**src/rtl/if_stage.sv**
```systemverilog
// Instruction-fetch stage: PC register, IF/ID pipeline register, stall/redirect handling.
// Optional misaligned-redirect trap is compiled in with `define FETCH_MISALIGN_TRAP_EN.
module if_stage #(
  parameter logic [31:0] RESET_PC = 32'h0000_0000,
  parameter logic [31:0] TRAP_PC  = 32'h0000_0100,
  parameter logic [31:0] NOP_INST = 32'h0000_0013
) (
  input  logic        clk_i,
  input  logic        reset_i,
  input  logic        stall_i,
  input  logic        redirect_i,
  input  logic [31:0] redirect_pc_i,
  input  logic [31:0] inst_i,
  output logic [31:0] pc_o,
  output logic        ifid_valid_o,
  output logic [31:0] ifid_pc_o,
  output logic [31:0] ifid_inst_o,
  output logic [31:0] ifid_pc_plus_4_o,
  output logic        misalign_o,
  output logic [31:0] misalign_addr_o
);

  logic [31:0] pc_reg;
  logic [31:0] pc_plus_4;
  logic [31:0] redirect_target;
  logic        ifid_valid_reg;
  logic [31:0] ifid_pc_reg;
  logic [31:0] ifid_inst_reg;
  logic [31:0] ifid_pc_plus_4_reg;

  assign pc_plus_4 = pc_reg + 32'd4;

`ifdef FETCH_MISALIGN_TRAP_EN
  logic        misaligned;
  logic        misalign_reg;
  logic [31:0] misalign_addr_reg;

  assign misaligned = redirect_i && (redirect_pc_i[1:0] != 2'b00);
  // Trap vector is force-aligned so the fetch address never has low bits set.
  assign redirect_target = (redirect_pc_i[1:0] != 2'b00) ? {TRAP_PC[31:2], 2'b00}
                                                         : redirect_pc_i;

  always_ff @(posedge clk_i) begin
    if (reset_i) begin
      misalign_reg      <= 1'b0;
      misalign_addr_reg <= 32'h0;
    end else begin
      misalign_reg <= misaligned;
      if (misaligned) begin
        misalign_addr_reg <= redirect_pc_i;
      end
    end
  end

  assign misalign_o      = misalign_reg;
  assign misalign_addr_o = misalign_addr_reg;
`else
  logic unused_trap_bits;

  assign redirect_target  = {redirect_pc_i[31:2], 2'b00};
  assign unused_trap_bits = ^{redirect_pc_i[1:0], TRAP_PC};
  assign misalign_o       = 1'b0;
  assign misalign_addr_o  = 32'h0;
`endif

  // Priority: reset > redirect > stall > advance.
  always_ff @(posedge clk_i) begin
    if (reset_i) begin
      pc_reg             <= RESET_PC;
      ifid_valid_reg     <= 1'b0;
      ifid_pc_reg        <= 32'h0;
      ifid_inst_reg      <= NOP_INST;
      ifid_pc_plus_4_reg <= 32'h0;
    end else if (redirect_i) begin
      pc_reg             <= redirect_target;
      ifid_valid_reg     <= 1'b0;
      ifid_pc_reg        <= 32'h0;
      ifid_inst_reg      <= NOP_INST;
      ifid_pc_plus_4_reg <= 32'h0;
    end else if (!stall_i) begin
      pc_reg             <= pc_plus_4;
      ifid_valid_reg     <= 1'b1;
      ifid_pc_reg        <= pc_reg;
      ifid_inst_reg      <= inst_i;
      ifid_pc_plus_4_reg <= pc_plus_4;
    end
  end

  assign pc_o             = pc_reg;
  assign ifid_valid_o     = ifid_valid_reg;
  assign ifid_pc_o        = ifid_pc_reg;
  assign ifid_inst_o      = ifid_inst_reg;
  assign ifid_pc_plus_4_o = ifid_pc_plus_4_reg;

endmodule

```
**config.mk**
```make
export PLATFORM = sky130hd
export DESIGN_NAME = if_stage
export DESIGN_NICKNAME = d
export VERILOG_FILES = /design/src/rtl/if_stage.sv
export SDC_FILE = /design/constraint.sdc
export NUM_CORES = 1
export LEC_CHECK = 0
export ABC_CLOCK_PERIOD_IN_PS = 3350
export BUFFER_PORTS_ARGS = -buffer_cell sky130_fd_sc_hd__buf_2
export CAP_MARGIN = 30
export CORE_MARGIN = 1.5
export CORE_UTILIZATION = 29
export CTS_CLUSTER_SIZE = 28
export DETAILED_ROUTE_END_ITERATION = 16
export PLACE_DENSITY = 0.58
export SYNTH_ARGS = -nofsm -noshare
export SYNTH_HDL_FRONTEND = slang
export SYNTH_SLANG_ARGS = --single-unit
```
**constraint.sdc**
```tcl
create_clock -name clk_i -period 3.35 [get_ports clk_i]
set_input_delay 0.1675 -clock clk_i [delete_from_list [all_inputs] [get_ports clk_i]]
set_output_delay 0.1675 -clock clk_i [all_outputs]
set_load 0.01 [all_outputs]
```
==> results.json <==
{
  "seqPwrFrac": 0.417,
  "setup_viol": 0,
  "clock_skew_ns": 0.006069,
  "critPathSlowestCell": "or4_4",
  "layout.cells.non_filler": 1109,
  "vias_per_cell": 4.471,
  "p_comb_frac": 0.105,
  "maxSlewViolCount": 0,
  "leakage_uw": 0.003442,
  "cts_made_buffers": 17,
  "ys_seq_elements": 123,
  "postRouteAntennaNets": 0,
  "ys_seq_area_frac": 0.4392,
  "maxCapViolations": 0,
  "power.share.clock": 0.478,
  "place.gp.congestion": 0.7333,
  "worstMarginPinSlew_ns": 0.6897,
  "power.internal_uw": 2888,
  "startpoint": "pc_o[3]",
  "ys_top_cells_by_area": "dfxtp_1 44%, mux2i_1 11%, nor2_1 6.1%",
  "finalCritPeriodShare": 0.7407,
  "critPathRequiredTime_ns": 3.63,
  "clkSinkCount": 123,
  "rows": 50,
  "routedWlPerCell_um": 14.77,
  "track_usage": 0.1618,
  "ys.flop_type": "dfxtp_1",
  "crit_cells": 6,
  "critPathArrivalTime_ns": 2.76,
  "path_class": "reg -> reg",
  "areaGrowthSynthToFinish_pct": 34.52,
  "dp.cells": 1039,
  "cts_tree": "built",
  "routed_wirelength_um": 16380,
  "ir_drop_mv": 0.3332,
  "avgSynthCellArea_sq_um": 8.914,
  "swShare": 0.2433,
  "netlist_top_cells_count": "123 x dfxtp_1, 91 x nor2_1, 59 x mux2i_1",
  "cpPeakStageDelay_ns": 0.69,
  "vias": 4958,
  "fin_nets": 906,
  "grt_pass1_wl_um": 25190,
  "fillCellCount": 1943,
  "postLayoutCellArea_sq_um": 7542,
  "placement.io_buffers": 188,
  "syn_inst": 629,
  "antenna_cells_inserted": 0,
  "synth_warnings": 0,
  "period_minus_slack_ns": 2.481,
  "switching_power_uw": 928.4,
  "yosys.cell_types.count": 46,
  "boundaryPins": 230,
  "reg2reg_slack_ns": 0.87,
  "rr_worst_depth": 6,
  "die_w_um": 142.0,
  "remaining_drc_errors": 0,
  "cts.path.max_buffers": 2,
  "timing.rr.start": "pc_o[3]",
  "placed_cell_area_sq_um": 6563,
  "dieArea_sq_um": 20180,
  "dr.pass1.iters": 4,
  "grt_antenna_before_repair": 0,
  "r2r_end": "pc_o[30]",
  "dp.final_hpwl_um": 11260,
  "cp_max_fo": 13,
  "path_clk_slew_ns": 0.05,
  "crit_chain": "ha_1, nand4_1, or4_4, nor4_1, xnor2_1, o22ai_1",
  "cts-resized-gates": 0,
  "die_h_um": 142.0,
  "critPathLaunchType": "flop",
  "status": "complete, no violations",
  "worstSkewPairLatency_ns": 0.41,
  "synth_most_common_cell": "dfxtp_1",
  "crit_family": "simple AND/OR/NAND/NOR gates",
  "relSlewSlack": 0.5360,
  "p_total_uw": 3816,
  "drt_iter0_markers": 222,
  "path_buf_inv": 0,
  "grt_pass1_vias": 4663,
  "end_kind": "flop",
  "drive_above_1_share": 0.2815,
  "synth_edf_count": 0,
  "async_reset_ff_frac": 0,
  "yosysTopAreaCell": "dfxtp_1",
  "start_util": 0.2977,
  "hold_slack_ns": 0.02146,
  "hold_path_class": "in -> reg",
  "grt_max_degree": 49,
  "finalHoldViolCount": 0,
  "coreArea_sq_um": 18830,
  "tns_ns": 0,
  "synth_top_area_frac": 0.4392,
  "cts_setup_buffers": 0,
  "root_buffer": "clkbuf_16",
  "fmax_ghz": 0.4030,
  "grt_remaining_overflow": 0,
  "htreeDepth": 4,
  "grt_setup_unrepaired": "no",
  "crit_path_end": "pc_o[30]",
  "netlist_area_sq_um": 5607,
  "power_density_nw_per_um2": 506.0
}
state kept, by name (all words and copies together) (netlist names):
signal,cells
ifid_pc_plus_4_o,30
pc_o,30
ifid_valid_o,1
ifid_inst_o,32
ifid_pc_o,30
layer usage:
metal,vias up,GRT usage,wire (um)
met5,-,0,0
met4,0,0.05643,232
met3,15,0.04273,857
met2,139,0.2709,7929
met1,2328,0.2010,7359
li1,2476,-,-
final cells by class:
type	count	area, sq um	area share
Multi-Input combinational cell	448	2704	0.3585
Sequential cell	123	2462	0.3265
Timing Repair Buffer	239	1431	0.1898
Clock buffer	24	501.7	0.06652
Tap cell	260	325.3	0.04313
Clock inverter	7	87.58	0.01161
Inverter	8	30.03	0.003981
worst min-delay path: stages:
cell,delay (ns)
buf_2,0.11
nand2_1,0.06
a21oi_1,0.05
cells by family after synthesis:
logic type,synth area share
adders and majority gates,0.002231
xor gates and xnor gates,0.07967
muxes,0.1053
DFF,0.4392
AOI/OAI and AO/OA,0.1002
other,0.0006689
and+or+nand+nor,0.1672
buffers and inverters,0.1056
power by group through the flow:
stage | Clock (uW) | Combinational (uW) | Sequential (uW)
floorplan | 0 | 258 | 1620
global placement | 0 | 364 | 1620
detailed placement | 0 | 366 | 1620
CTS | 1870 | 405 | 1590
global route | 1930 | 442 | 1600
finish | 1830 | 401 | 1590
how the worst min path moves through the flow:
stage | start | cells past startpoint | slack, ns | to
2_1_floorplan | inst_i[0] | 2 | 0.29 | ifid_inst_o[0]
3_3_place_gp | inst_i[0] | 3 | 0.38 | ifid_inst_o[0]
3_5_place_dp | inst_i[0] | 3 | 0.39 | ifid_inst_o[0]
4_1_cts | inst_i[11] | 3 | 0.001 | ifid_inst_o[11]
5_1_grt | redirect_pc_i[12] | 3 | 0.01 | pc_o[12]
6_report | redirect_pc_i[11] | 3 | 0.02 | pc_o[11]
stage by stage:
stage | setup slack, ns | utilization
floorplan | 1.247 | -
global placement | 0.9348 | 0.3477
detailed placement | 0.9115 | 0.3485
CTS | 0.8839 | 0.4005
global route | 0.7454 | 0.4005
finish | 0.8688 | 0.4005
layout by cell type, fill, tap and decap left out, drive strengths merged, types with 24 or more instances in the layout:
master and count:
a21oi 48, buf 200, clkbuf 24, conb 39, dfxtp 123, dlygate4sd3 39, mux2i 59, nand2 42
nor2 91, o21ai 24, xnor2 24, xor2 27
repair_timing:
item | CTS | global route
hold buffers | 39 | 0
setup endpoints to repair | 0 | 0
endpoints found under the hold margin | 39 | 0
(Power assumes the default switching activity.)
